$ cat src/rtl/fetch_pkg.sv
// Shared types and constants for the fetch stage.
package fetch_pkg;

    typedef enum logic [1:0] {
        StBoot,
        StRun,
        StHalt
    } fetch_state_e;

    typedef struct packed {
        logic [31:0] pc;
        logic [31:0] instr;
    } fetch_entry_t;

    localparam logic [31:0] PC_STEP           = 32'd4;
    localparam logic [31:0] DEFAULT_RESET_PC  = 32'h0000_0000;
    localparam int unsigned DEFAULT_BUF_DEPTH = 4;

    // Sequential fetch address; wraps modulo 2^32.
    function automatic logic [31:0] next_pc(input logic [31:0] pc);
        return pc + PC_STEP;
    endfunction

endpackage

$ cat src/rtl/fetch_ctrl_if.sv
// Fetch-stage bus: redirect input, instruction-memory port and decode handshake.
interface fetch_ctrl_if;

    logic        redirect_valid;
    logic [31:0] redirect_pc;
    logic        imem_req;
    logic [31:0] imem_addr;
    logic [31:0] imem_rdata;
    logic        if_valid;
    logic [31:0] if_pc;
    logic [31:0] if_instr;
    logic        if_ready;
    logic        misalign;

    modport master (
        input  redirect_valid,
        input  redirect_pc,
        output imem_req,
        output imem_addr,
        input  imem_rdata,
        output if_valid,
        output if_pc,
        output if_instr,
        input  if_ready,
        output misalign
    );

    modport slave (
        output redirect_valid,
        output redirect_pc,
        input  imem_req,
        input  imem_addr,
        output imem_rdata,
        input  if_valid,
        input  if_pc,
        input  if_instr,
        output if_ready,
        input  misalign
    );

endinterface

$ cat src/rtl/fetch_buf.sv
// Synchronous FIFO of fetched {pc, instr} entries; flush beats push and pop.
module fetch_buf
    import fetch_pkg::*;
#(
    parameter int unsigned DEPTH = DEFAULT_BUF_DEPTH,
    localparam int unsigned PtrW = $clog2(DEPTH),
    localparam int unsigned CntW = PtrW + 1
) (
    input  logic            clk,
    input  logic            rst,
    input  logic            push,
    input  logic            pop,
    input  logic            flush,
    input  fetch_entry_t    wdata,
    output logic [CntW-1:0] count,
    output fetch_entry_t    head
);

    localparam logic [CntW-1:0] Full = DEPTH[CntW-1:0];

    fetch_entry_t    mem_q [DEPTH];
    logic [PtrW-1:0] wr_ptr_q, rd_ptr_q;
    logic [CntW-1:0] count_q;
    logic            do_push, do_pop;

    always_comb begin
        do_pop  = pop && (count_q != '0);
        // A full buffer can still accept a word that replaces the one leaving.
        do_push = push && ((count_q != Full) || do_pop);
    end

    always_ff @(posedge clk) begin
        if (rst || flush) begin
            wr_ptr_q <= '0;
            rd_ptr_q <= '0;
            count_q  <= '0;
        end else begin
            if (do_push) wr_ptr_q <= wr_ptr_q + 1'b1;
            if (do_pop)  rd_ptr_q <= rd_ptr_q + 1'b1;
            if (do_push && !do_pop) begin
                count_q <= count_q + 1'b1;
            end else if (do_pop && !do_push) begin
                count_q <= count_q - 1'b1;
            end
        end
    end

    always_ff @(posedge clk) begin
        if (do_push && !flush && !rst) begin
            mem_q[wr_ptr_q] <= wdata;
        end
    end

    always_comb begin
        count = count_q;
        head  = mem_q[rd_ptr_q];
    end

endmodule

$ cat src/rtl/fetch_ctrl.sv
// Fetch sequencer: owns the PC, issues one imem read per cycle, buffers words for decode.
// Define FETCH_CTRL_MISALIGN_EN to halt on a misaligned redirect and raise sticky misalign.
module fetch_ctrl
    import fetch_pkg::*;
#(
    parameter logic [31:0] RESET_PC  = DEFAULT_RESET_PC,
    parameter int unsigned BUF_DEPTH = DEFAULT_BUF_DEPTH
) (
    input logic          clk,
    input logic          rst,
    fetch_ctrl_if.master bus
);

    localparam int unsigned   CntW     = $clog2(BUF_DEPTH) + 1;
    localparam logic [CntW:0] DepthOcc = BUF_DEPTH[CntW:0];

    fetch_state_e    state_q, state_d;
    logic [31:0]     pc_q;
    logic [31:0]     req_pc_q;
    logic            inflight_q;
    logic            epoch_q;
    logic            req_epoch_q;

    logic [CntW-1:0] buf_count;
    fetch_entry_t    buf_head;
    fetch_entry_t    resp_entry;
    logic [CntW:0]   occupancy;
    logic            issue;
    logic            head_valid;
    logic            push;
    logic            pop;
    logic            redir_bad;
    logic [31:0]     redir_pc;

`ifdef FETCH_CTRL_MISALIGN_EN
    logic misalign_q;

    assign redir_bad = bus.redirect_valid && (bus.redirect_pc[1:0] != 2'b00);
    assign redir_pc  = bus.redirect_pc;

    always_ff @(posedge clk) begin
        if (rst) begin
            misalign_q <= 1'b0;
        end else if (redir_bad) begin
            misalign_q <= 1'b1;
        end
    end

    assign bus.misalign = misalign_q;
`else
    logic unused_redirect_lsb;

    assign redir_bad           = 1'b0;
    assign redir_pc            = {bus.redirect_pc[31:2], 2'b00};
    assign unused_redirect_lsb = ^bus.redirect_pc[1:0];
    assign bus.misalign        = 1'b0;
`endif

    // State register.
    always_ff @(posedge clk) begin
        if (rst) begin
            state_q <= StBoot;
        end else begin
            state_q <= state_d;
        end
    end

    // Next-state logic.
    always_comb begin
        state_d = state_q;
        unique case (state_q)
            StBoot:  state_d = redir_bad ? StHalt : StRun;
            StRun:   if (redir_bad) state_d = StHalt;
            StHalt:  state_d = StHalt;
            default: state_d = StBoot;
        endcase
    end

    // Outputs. Occupancy counts the in-flight word so a response always has a slot.
    always_comb begin
        occupancy  = {1'b0, buf_count} + {{CntW{1'b0}}, inflight_q};
        issue      = (state_q == StRun) && !bus.redirect_valid && (occupancy < DepthOcc);
        head_valid = (state_q == StRun) && (buf_count != '0);

        bus.imem_req  = issue;
        bus.imem_addr = pc_q;
        bus.if_valid  = head_valid;
        bus.if_pc     = head_valid ? buf_head.pc    : '0;
        bus.if_instr  = head_valid ? buf_head.instr : '0;
    end

    // Words from an older epoch belong to a flushed stream and are discarded.
    always_comb begin
        push       = inflight_q && (req_epoch_q == epoch_q);
        pop        = head_valid && bus.if_ready;
        resp_entry = '{pc: req_pc_q, instr: bus.imem_rdata};
    end

    always_ff @(posedge clk) begin
        if (rst) begin
            pc_q        <= RESET_PC;
            req_pc_q    <= '0;
            inflight_q  <= 1'b0;
            epoch_q     <= 1'b0;
            req_epoch_q <= 1'b0;
        end else begin
            inflight_q  <= issue;
            req_epoch_q <= epoch_q;
            if (issue) begin
                req_pc_q <= pc_q;
            end
            if (bus.redirect_valid) begin
                pc_q       <= redir_pc;
                epoch_q    <= ~epoch_q;
                inflight_q <= 1'b0;
            end else if (issue) begin
                pc_q <= next_pc(pc_q);
            end
        end
    end

    fetch_buf #(
        .DEPTH (BUF_DEPTH)
    ) u_buf (
        .clk   (clk),
        .rst   (rst),
        .push  (push),
        .pop   (pop),
        .flush (bus.redirect_valid),
        .wdata (resp_entry),
        .count (buf_count),
        .head  (buf_head)
    );

endmodule
$ cat src/flat_wrapper.sv
// flat-port wrapper written by rule: the top's interface ports become plain ports
module fetch_ctrl_flat import fetch_pkg::*;
#(
    parameter logic [31:0] RESET_PC  = DEFAULT_RESET_PC,
    parameter int unsigned BUF_DEPTH = DEFAULT_BUF_DEPTH
)
  (clk, rst, bus_redirect_valid, bus_redirect_pc, bus_imem_req, bus_imem_addr, bus_imem_rdata, bus_if_valid, bus_if_pc, bus_if_instr, bus_if_ready, bus_misalign);
  fetch_ctrl_if bus_i ();
  input logic clk;
  input logic rst;
  input wire logic [$bits(bus_i.redirect_valid)-1:0] bus_redirect_valid;
  input wire logic [$bits(bus_i.redirect_pc)-1:0] bus_redirect_pc;
  output wire logic [$bits(bus_i.imem_req)-1:0] bus_imem_req;
  output wire logic [$bits(bus_i.imem_addr)-1:0] bus_imem_addr;
  input wire logic [$bits(bus_i.imem_rdata)-1:0] bus_imem_rdata;
  output wire logic [$bits(bus_i.if_valid)-1:0] bus_if_valid;
  output wire logic [$bits(bus_i.if_pc)-1:0] bus_if_pc;
  output wire logic [$bits(bus_i.if_instr)-1:0] bus_if_instr;
  input wire logic [$bits(bus_i.if_ready)-1:0] bus_if_ready;
  output wire logic [$bits(bus_i.misalign)-1:0] bus_misalign;
  assign bus_i.redirect_valid = bus_redirect_valid;
  assign bus_i.redirect_pc = bus_redirect_pc;
  assign bus_imem_req = bus_i.imem_req;
  assign bus_imem_addr = bus_i.imem_addr;
  assign bus_i.imem_rdata = bus_imem_rdata;
  assign bus_if_valid = bus_i.if_valid;
  assign bus_if_pc = bus_i.if_pc;
  assign bus_if_instr = bus_i.if_instr;
  assign bus_i.if_ready = bus_if_ready;
  assign bus_misalign = bus_i.misalign;
  fetch_ctrl #(.RESET_PC(RESET_PC), .BUF_DEPTH(BUF_DEPTH)) u_core (.clk(clk), .rst(rst), .bus(bus_i));
endmodule
$ cat config.mk
export PLATFORM = sky130hd
export DESIGN_NAME = fetch_ctrl_flat
export DESIGN_NICKNAME = d
export VERILOG_FILES = /design/src/rtl/fetch_pkg.sv /design/src/rtl/fetch_ctrl_if.sv /design/src/rtl/fetch_buf.sv /design/src/rtl/fetch_ctrl.sv /design/src/flat_wrapper.sv
export SDC_FILE = /design/constraint.sdc
export NUM_CORES = 1
export LEC_CHECK = 0
export CAP_MARGIN = 10
export CORE_ASPECT_RATIO = 0.7
export CORE_MARGIN = 2
export CORE_UTILIZATION = 55
export CTS_BUF_LIST = sky130_fd_sc_hd__clkbuf_16
export CTS_CLUSTER_SIZE = 30
export DETAILED_ROUTE_END_ITERATION = 7
export PLACE_DENSITY = 0.8
export SLEW_MARGIN = 30
export SYNTH_ARGS = -nofsm -noshare
export SYNTH_HDL_FRONTEND = slang
export SYNTH_SLANG_ARGS = --single-unit
$ cat constraint.sdc
create_clock -name clk -period 4.3 [get_ports clk]
set_clock_uncertainty 0.2 [all_clocks]
set_input_delay 0.86 -clock clk [delete_from_list [all_inputs] [get_ports clk]]
set_output_delay 0.86 -clock clk [all_outputs]
set_load 0.05 [all_outputs]
==> results of run 1 <==
==> metal layers <==
layer  GRT usage  vias up  wire length, µm
li1            -     3478                -
met2       0.350      292            12600
met3      0.0302       44             1760
met1       0.312     3808            11600
met4      0.0449        0              470
met5           0        -                0
==> worst paths after layout <==
path	cells past startpoint	end
min	1	u_core.state_q[0]
max reg2reg	6	u_core.u_buf.mem_q[1][23]
min reg2reg	1	u_core.state_q[0]
max	4	bus_if_pc[29]
==> synth_stat cells (all sizes together) (2+ instances only) <==
| library cell | n |
|---|---|
| a21o | 3 |
| a21oi | 48 |
| a221oi | 2 |
| a22oi | 2 |
| a31oi | 23 |
| a32oi | 4 |
| a41oi | 2 |
| and2 | 67 |
| and3 | 5 |
| buf | 25 |
| clkbuf | 34 |
| dfxtp | 74 |
| edfxtp | 248 |
| ha | 6 |
| inv | 9 |
| mux2 | 3 |
| mux2i | 2 |
| mux4 | 62 |
| nand2 | 88 |
| nand2b | 3 |
| nand3 | 13 |
| nand4 | 16 |
| nor2 | 30 |
| nor3 | 8 |
| nor3b | 2 |
| nor4 | 4 |
| o211ai | 2 |
| o21ai | 15 |
| o311ai | 3 |
| or2 | 4 |
| or3 | 5 |
| or4 | 3 |
| xnor2 | 4 |
| xor2 | 4 |
==> power by group through the flow <==
stage	clock network, mW	registers [mW]	logic, mW
6_report	2.55	3.41	0.409
5_1_grt	2.73	3.42	0.432
4_1_cts	2.59	3.41	0.410
3_5_place_dp	0	3.48	0.408
3_3_place_gp	0	3.48	0.402
2_1_floorplan	0	3.52	0.192
==> registers in the layout, summed over array words and instances (netlist names), 2 cells and up, named ones only <==
| register | cells |
|---|---|
| u_core.u_buf.count | 3 |
| u_core.u_buf.wr_ptr_q | 2 |
| u_core.bus.imem_addr | 30 |
| u_core.state_q | 2 |
| u_core.u_buf.mem_q | 248 |
| u_core.u_buf.rd_ptr_q | 2 |
| u_core.req_pc_q | 30 |
==> cell type report <==
type / instances / area [µm²]
inverter: 10 / 42.5
sequential: 322 / 8940
multi-input combinational: 446 / 3600
timing repair buffer: 178 / 1840
fill: 1521 / 6970
tap: 312 / 390
clock inverter: 24 / 164
clock buffer: 32 / 801
==> stage by stage <==
step	cells	power, mW	util	setup WS (ns)
4_1_cts	1324	6.42	0.693	0.260
5_1_grt	1324	6.58	0.694	0.159
6_report	1324	6.38	0.694	0.316
3_3_place_gp	1268	3.88	0.650	0.650
3_5_place_dp	1268	3.89	0.651	0.499
2_1_floorplan	837	3.71	-	0.522
==> logic make-up after synthesis <==
| group | share of synthesized area |
|---|---|
| flops | 0.698 |
| xor+xnor | 0.00548 |
| mux | 0.113 |
| fa+ha+maj | 0.00743 |
| simple gates | 0.0999 |
| buf+inv | 0.0250 |
| compound gates | 0.0507 |
| other cells | 0.000293 |
==> critical path: cells and delay by family (launching register included) <==
family,cells,cell delay (ns)
simple gates,1,0.17
buf+inv,2,0.99
flops,1,0.61
mux,1,0.57
==> metrics.cfg, run 1 <==
[sta]
finalWorstPathRequiredPeriod_ns = 3.98
worst_margin_slew_ns = 0.767
final_hold_violating_endpoints = 0
achievable-frequency_mhz = 251
slew_headroom = 0.489
final_report_max_slew_violation_count = 0
final.period_utilization = 0.927
setup_tns_ns = 0
setup_viol_count_final = 0
rsz_0062_raised_after_global_routing = false
whs_ns = 0.243

[clock_tree]
clk_latency_ns = 0.54
tritoncts_clock_tree = yes
number_of_buffers_created_by_cts = 30
cts-hold-fix-buffers = 0
number_of_buffers_between_clock_root_and_the_deepest_sink = 3
clock_tree.root_cell = sky130_fd_sc_hd__clkbuf_16
clk_transition_reported_paths_ns = 0.06
cts_htree_levels = 1
post_cts.repair.setup_buffers = 0
cts_repair_resize_count = 0
clkSinkCount = 322

[floorplanning]
die-height_um = 132
floorplan.die_area_mm2 = 0.0245
core_mm2 = 0.0227
io_pins = 167
die_x_um = 186
initial_core_util = 0.563
core.rowCount = 46

[route]
dr.pass1.iters = 4
detail-route-antenna-nets = 0
drt_iter0_markers = 636
detailroute.via_count = 7622
drc = 0
via_per_instance_ratio = 5.76
wirelength_mm = 26.4
detail_route.wl_per_cell_um = 19.9

[synthesis]
synth_warnings = 0
async_reset_ff_frac = 0
synthesis.instances = 833
post_synth_num_cell_types = 51
synth_area_leader_cell = sky130_fd_sc_hd__edfxtp_1
synth_top_cell_area_share = 0.582
ffs_latches_synth = 322
synth.area.top_cells = sky130_fd_sc_hd__edfxtp_1, sky130_fd_sc_hd__dfxtp_1, sky130_fd_sc_hd__mux4_2
netlist_area_mm2 = 0.0128
portion_of_the_post_synthesis_area_used_by_sequential_elements = 0.698
dominantRegCellSynth = sky130_fd_sc_hd__edfxtp_1
synth_edf_count = 248
avgSynthCellArea_um2 = 15.4

[setup_path]
worstSetupPathType = flip-flop to output pin
worstPathArrival_ns = 2.92
worstPathCellList = buf_12 -> mux4_2 -> and2_1 -> clkdlybuf4s50_1
worst-r2r-setup-slack_ns = 1.56
worst-endpoint-required_ns = 3.24
r2r_start = u_core.state_q[1]
critPathMaxStageDelay_ns = 0.69
critPathMaxFanout = 28
end_kind = output pin
crit_slowest_cell = sky130_fd_sc_hd__clkdlybuf4s50_1
setup.worst_path.start_class = flip-flop

[power_and_ir_drop]
p_switching_mw = 1.39
clkPwrFrac = 0.400
p_seq_frac = 0.535
cell_internal_pwr_mw = 4.99
power_frac_comb = 0.064
power_switching_share = 0.218
cellPowerDensity_mw_per_mm2 = 404
worst_supply_voltage_drop_on_vdd_uv = 344
total_leakage_power_nw = 5.14

[finish]
antenna_cells = 0
post-route-cell-area_mm2 = 0.0158
finalNetCount = 1063
most_frequent_cells_in_the_layout = sky130_fd_sc_hd__edfxtp_1, sky130_fd_sc_hd__clkdlybuf4s50_1, sky130_fd_sc_hd__nand2_1, sky130_fd_sc_hd__dfxtp_1, sky130_fd_sc_hd__and2_1
drive_gt1_frac = 0.149
syn_to_final_growth_pct = 23.2
mostFrequentLayoutCell = sky130_fd_sc_hd__edfxtp_1

[outcome]
run_status = finished, final reports clean

[placement]
place.port_buffers = 159
dp.final_hpwl_mm = 16.5
gp_congestion = 0.796
dpl_cell_area_mm2 = 0.0148

[hold_path]
hp-start = u_core.state_q[1]
hold_path_class = flip-flop to flip-flop

[global_route]
grt_usage = 0.214
antenna_found_initial = 0
grt_remaining_overflow = 0
vias_in_the_first_global_route = 7651
largest_net_degree_at_the_start_of_global_routing = 68
grt_first_pass_wirelength_mm = 41.7

[job]
max-cap-violations = 0

Power figures use the tool's default switching activity.
==> inputs of run 2 (changes only) <==
SLEW_MARGIN = 20   (was 30)
==> run 2 against run 1 <==
First-iteration DRC count rose by 1.4%. Power fell by 2.0%. Via count fell by 0.71%. Worst hold slack improved by 0.0034 ns. Critical endpoint unchanged.
==> metrics.cfg, run 2 (synthesis results as in run 1) <==
[finish]
registers.top_by_ff_count = u_core.u_buf.mem_q
finalNetCount = 1063
post-route-cell-area_mm2 = 0.0157
mostFrequentLayoutCell = sky130_fd_sc_hd__edfxtp_1
drive_gt1_frac = 0.143
most_frequent_cells_in_the_layout = sky130_fd_sc_hd__edfxtp_1, sky130_fd_sc_hd__clkdlybuf4s50_1, sky130_fd_sc_hd__nand2_1, sky130_fd_sc_hd__dfxtp_1, sky130_fd_sc_hd__and2_1
syn_to_final_growth_pct = 22.8
largest_reg_flops = 248
antenna_cells = 0

[route]
detailroute.via_count = 7568
wirelength_mm = 26.5
detail_route.wl_per_cell_um = 20.0
detail-route-antenna-nets = 0
drc = 0
via_per_instance_ratio = 5.72
dr.pass1.iters = 5
drt_iter0_markers = 645

[placement]
gp_congestion = 0.796
dp.final_hpwl_mm = 16.5
dpl_cell_area_mm2 = 0.0148
place.port_buffers = 159

[outcome]
run_status = finished, final reports clean

[setup_path]
crit_path_end = bus_if_pc[29]
critPathMaxFanout = 28
rr_worst_depth = 6
setup.worst_path.start_class = flip-flop
worst-endpoint-required_ns = 3.24
worstSetupPathType = flip-flop to output pin
r2r_start = u_core.state_q[1]
worst-r2r-setup-slack_ns = 1.51
worstPathArrival_ns = 2.92
crit_slowest_cell = sky130_fd_sc_hd__clkdlybuf4s50_1
regToRegEndpoint = u_core.u_buf.mem_q[1][20]
worstPathCellList = buf_12 -> mux4_2 -> and2_1 -> clkdlybuf4s50_1
critPathMaxStageDelay_ns = 0.70
end_kind = output pin

[floorplanning]
die-height_um = 132
floorplan.die_area_mm2 = 0.0245
core_mm2 = 0.0227
die_x_um = 186
core.rowCount = 46
initial_core_util = 0.563
io_pins = 167

[global_route]
antenna_found_initial = 0
grt_usage = 0.214
grt_remaining_overflow = 0
vias_in_the_first_global_route = 7519
largest_net_degree_at_the_start_of_global_routing = 68
grt_first_pass_wirelength_mm = 41.5

[clock_tree]
cts_repair_resize_count = 0
clk_latency_ns = 0.54
tritoncts_clock_tree = yes
cts_htree_levels = 1
clock_tree.root_cell = sky130_fd_sc_hd__clkbuf_16
cts-hold-fix-buffers = 0
number_of_buffers_between_clock_root_and_the_deepest_sink = 3
post_cts.repair.setup_buffers = 0
clk_transition_reported_paths_ns = 0.06
clkSinkCount = 322
number_of_buffers_created_by_cts = 30

[sta]
setup_viol_count_final = 0
slew_headroom = 0.241
worst_margin_slew_ns = 1.13
finalWorstPathRequiredPeriod_ns = 3.98
achievable-frequency_mhz = 251
final_report_max_slew_violation_count = 0
rsz_0062_raised_after_global_routing = false
final_hold_violating_endpoints = 0
final.period_utilization = 0.926
setup_tns_ns = 0

[power_and_ir_drop]
worst_supply_voltage_drop_on_vdd_uv = 319
total_leakage_power_nw = 5.12
cellPowerDensity_mw_per_mm2 = 398

[hold_path]
hold_path_class = flip-flop to flip-flop

[job]
max-cap-violations = 0

==> run 2: cell count changes in the layout (fill, tap and decap cells not counted), sizes merged <==
| cell | previous run | this run |
|---|---|---|
| inv | 14 | 18 |
| bufinv | 2 | 1 |
| clkbuf | 32 | 31 |
| clkinv | 16 | 13 |
==> run 2: per-stage QoR <==
stage / util / worst slack (ns) / power (mW) / cells / hold slack, ns
6_report: 0.691 / 0.318 / 6.25 / 1323 / 0.246
3_5_place_dp: 0.650 / 0.521 / 3.89 / 1268 / 0.231
4_1_cts: 0.690 / 0.250 / 6.30 / 1323 / 0.240
5_1_grt: 0.691 / 0.160 / 6.45 / 1323 / 0.273
3_3_place_gp: 0.650 / 0.650 / 3.88 / 1268 / 0.212
2_1_floorplan: - / 0.522 / 3.71 / 837 / 0.208
==> run 2: routing by layer <==
layer  track usage  part of all wire  vias to the layer above
li1              -                 -                     3470
met1         0.313              0.44                     3774
met2         0.346              0.48                      288
met3        0.0329             0.063                       36
met4        0.0400             0.014                        0
met5             0                 0                        -
==> run 2: final cells by class <==
cell class,instances,area (µm²)
clock buffer,31,776
clock inverter,24,134
fill,1528,7030
sequential,322,8940
timing repair buffer,178,1840
multi-input combinational,446,3590
inverter,10,42.5
tap,312,390
==> run 2: worst min-delay path by stage <==
stage	from	to	slack [ns]	depth (start not counted)
final	u_core.state_q[1]	u_core.state_q[0]	0.25	1
after global routing	u_core.state_q[1]	u_core.state_q[0]	0.27	1
after CTS	u_core.state_q[1]	u_core.state_q[0]	0.24	1
after detailed placement	u_core.state_q[1]	u_core.state_q[0]	0.23	1
after global placement	u_core.state_q[1]	u_core.state_q[0]	0.21	1
after floorplan	u_core.state_q[1]	u_core.state_q[0]	0.21	1
==> run 2: power by group <==
part           internal (mW)  switching, mW  leakage [nW]
clock network           1.36           1.07         0.478
registers               3.37         0.0470          2.92
logic                  0.160          0.248          1.72
total                   4.88           1.37          5.12
==> run 2: critical path: cells and delay by family (launching register included) <==
kind,cells,cell delay (ns)
flops,1,0.61
buf+inv,2,1.00
mux,1,0.57
simple gates,1,0.18
==> inputs of run 3 (changes only) <==
CELL_PAD_IN_SITES_DETAIL_PLACEMENT = 1   (was unset)
CELL_PAD_IN_SITES_GLOBAL_PLACEMENT = 1   (was unset)
CORE_UTILIZATION = 46   (was 55)
PLACE_DENSITY = unset   (was 0.8)
PLACE_DENSITY_LB_ADDON = 0.1   (was unset)
==> run 3 against run 2 <==
Register-to-register slack improved by 0.02 ns. Global-route usage shrank 0.29 points. First-iteration DRC count down 37%. Die area up 19%. Cell count is 5.0% higher. Worst hold slack worse by 0.011 ns. Largest cell class unchanged.
==> metrics.cfg, run 3 (synthesis results as in run 1) <==
[setup_path]
critPathMaxFanout = 32
setup.worst_path.start_class = flip-flop
r2r_start = u_core.state_q[1]
worst-endpoint-required_ns = 3.24
regToRegEndpoint = u_core.u_buf.mem_q[2][35]
crit_path_start = u_core.u_buf.count[2]
worst-r2r-setup-slack_ns = 1.53
worstPathArrival_ns = 3.06
end_kind = output pin
worstSetupPathType = flip-flop to output pin
rr_worst_depth = 6

[floorplanning]
core.rowCount = 51
floorplan.die_area_mm2 = 0.0292
die_x_um = 203
initial_core_util = 0.464
io_pins = 167
die-height_um = 144
core_mm2 = 0.0276

[finish]
post-route-cell-area_mm2 = 0.0158
finalNetCount = 1069
antenna_cells = 0
mostFrequentLayoutCell = sky130_fd_sc_hd__edfxtp_1
fillCellCount = 2609
drive_gt1_frac = 0.149
syn_to_final_growth_pct = 23.9
registers.top_by_ff_count = u_core.u_buf.mem_q
largest_reg_flops = 248
most_frequent_cells_in_the_layout = sky130_fd_sc_hd__edfxtp_1, sky130_fd_sc_hd__clkdlybuf4s50_1, sky130_fd_sc_hd__nand2_1, sky130_fd_sc_hd__dfxtp_1, sky130_fd_sc_hd__and2_1

[placement]
dpl_cell_area_mm2 = 0.0149
gp_congestion = 0.785
place.port_buffers = 159
dp.final_hpwl_mm = 19.0

[clock_tree]
tritoncts_clock_tree = yes
clkSinkCount = 322
cts_repair_resize_count = 0
cts_htree_levels = 1
clk_latency_ns = 0.55
clock_tree.root_cell = sky130_fd_sc_hd__clkbuf_16
clk_transition_reported_paths_ns = 0.07
cts-hold-fix-buffers = 0
number_of_buffers_between_clock_root_and_the_deepest_sink = 3
number_of_buffers_created_by_cts = 31
post_cts.repair.setup_buffers = 0

[sta]
slew_headroom = 0.373
final_hold_violating_endpoints = 0
setup_tns_ns = 0
rsz_0062_raised_after_global_routing = false
finalWorstPathRequiredPeriod_ns = 4.12
setup_viol_count_final = 0
achievable-frequency_mhz = 243
worst_margin_slew_ns = 0.932
final.period_utilization = 0.958
final_report_max_slew_violation_count = 0

[power_and_ir_drop]
total_leakage_power_nw = 5.16
worst_supply_voltage_drop_on_vdd_uv = 388
cellPowerDensity_mw_per_mm2 = 407

[global_route]
antenna_found_initial = 2
grt_usage = 0.211
vias_in_the_first_global_route = 8075
largest_net_degree_at_the_start_of_global_routing = 68
grt_first_pass_wirelength_mm = 46.8
grt_remaining_overflow = 0

[outcome]
run_status = finished, final reports clean

[route]
via_per_instance_ratio = 5.51
detail_route.wl_per_cell_um = 21.8
drt_iter0_markers = 408
drc = 0
dr.pass1.iters = 5
detailroute.via_count = 7650
detail-route-antenna-nets = 0
wirelength_mm = 30.2

[job]
max-cap-violations = 0

[hold_path]
holdPathStages = 1
hold_path_class = flip-flop to flip-flop
hp-start = u_core.state_q[1]
whs_endpoint = u_core.state_q[0]

-- run 3: changes by cell type in the layout (fill, tap and decap cells not counted) --
cell | previous run | this run
sky130_fd_sc_hd__clkinv_2 | 6 | 7
sky130_fd_sc_hd__nor3_4 | 1 | 0
sky130_fd_sc_hd__clkinvlp_4 | 0 | 1
sky130_fd_sc_hd__buf_4 | 11 | 18
sky130_fd_sc_hd__clkinvlp_2 | 2 | 1
sky130_fd_sc_hd__nor3_1 | 6 | 7
sky130_fd_sc_hd__bufinv_16 | 1 | 3
sky130_fd_sc_hd__inv_1 | 17 | 16
sky130_fd_sc_hd__buf_12 | 9 | 7
-- run 3: worst max-delay path by stage --
stage	to	slack (ns)
global route	bus_if_instr[17]	0.0006
detailed placement	u_core.u_buf.mem_q[2][25]	0.56
global placement	u_core.u_buf.mem_q[3][25]	0.64
floorplan	u_core.u_buf.mem_q[1][0]	0.52
CTS	bus_if_instr[17]	0.10
finish	bus_if_instr[17]	0.18
-- run 3: worst max-delay path: stages (launching register included) --
cell	delay [ns]
sky130_fd_sc_hd__dfxtp_1	0.43
sky130_fd_sc_hd__nor3_1	0.11
sky130_fd_sc_hd__nor2_4	0.63
sky130_fd_sc_hd__buf_4	0.32
sky130_fd_sc_hd__and2_1	0.16
sky130_fd_sc_hd__clkdlybuf4s50_1	0.82
-- run 3: power breakdown --
part	switching (mW)	leakage [nW]	internal [mW]
Clock	1.13	0.505	1.49
Combinational	0.254	1.73	0.160
Sequential	0.0507	2.92	3.37
-- run 3: through the flow --
stage	setup slack [ns]	util	total power, mW	hold WS [ns]	std cells
after floorplan	0.522	-	3.71	0.208	837
after CTS	0.102	0.575	6.51	0.237	1389
final	0.181	0.575	6.45	0.236	1389
after detailed placement	0.564	0.540	3.90	0.239	1332
after global placement	0.637	0.540	3.89	0.213	1332
after global routing	0.000554	0.575	6.65	0.257	1389
-- run 3: layout make-up --
cell class              count  area, µm²  area share
clock buffers              31        776      0.0490
clock inverters            26        198      0.0125
repair buffers            183       1850       0.117
inverters                  10       42.5     0.00268
well taps                 371        464      0.0293
flip-flops and latches    322       8940       0.564
multi-input cells         446       3580       0.226
-- run 3: routing by layer --
layer,track usage,share of wire
met1,0.300,0.45
met2,0.343,0.48
met3,0.0354,0.053
met4,0.0492,0.016
met5,0,0
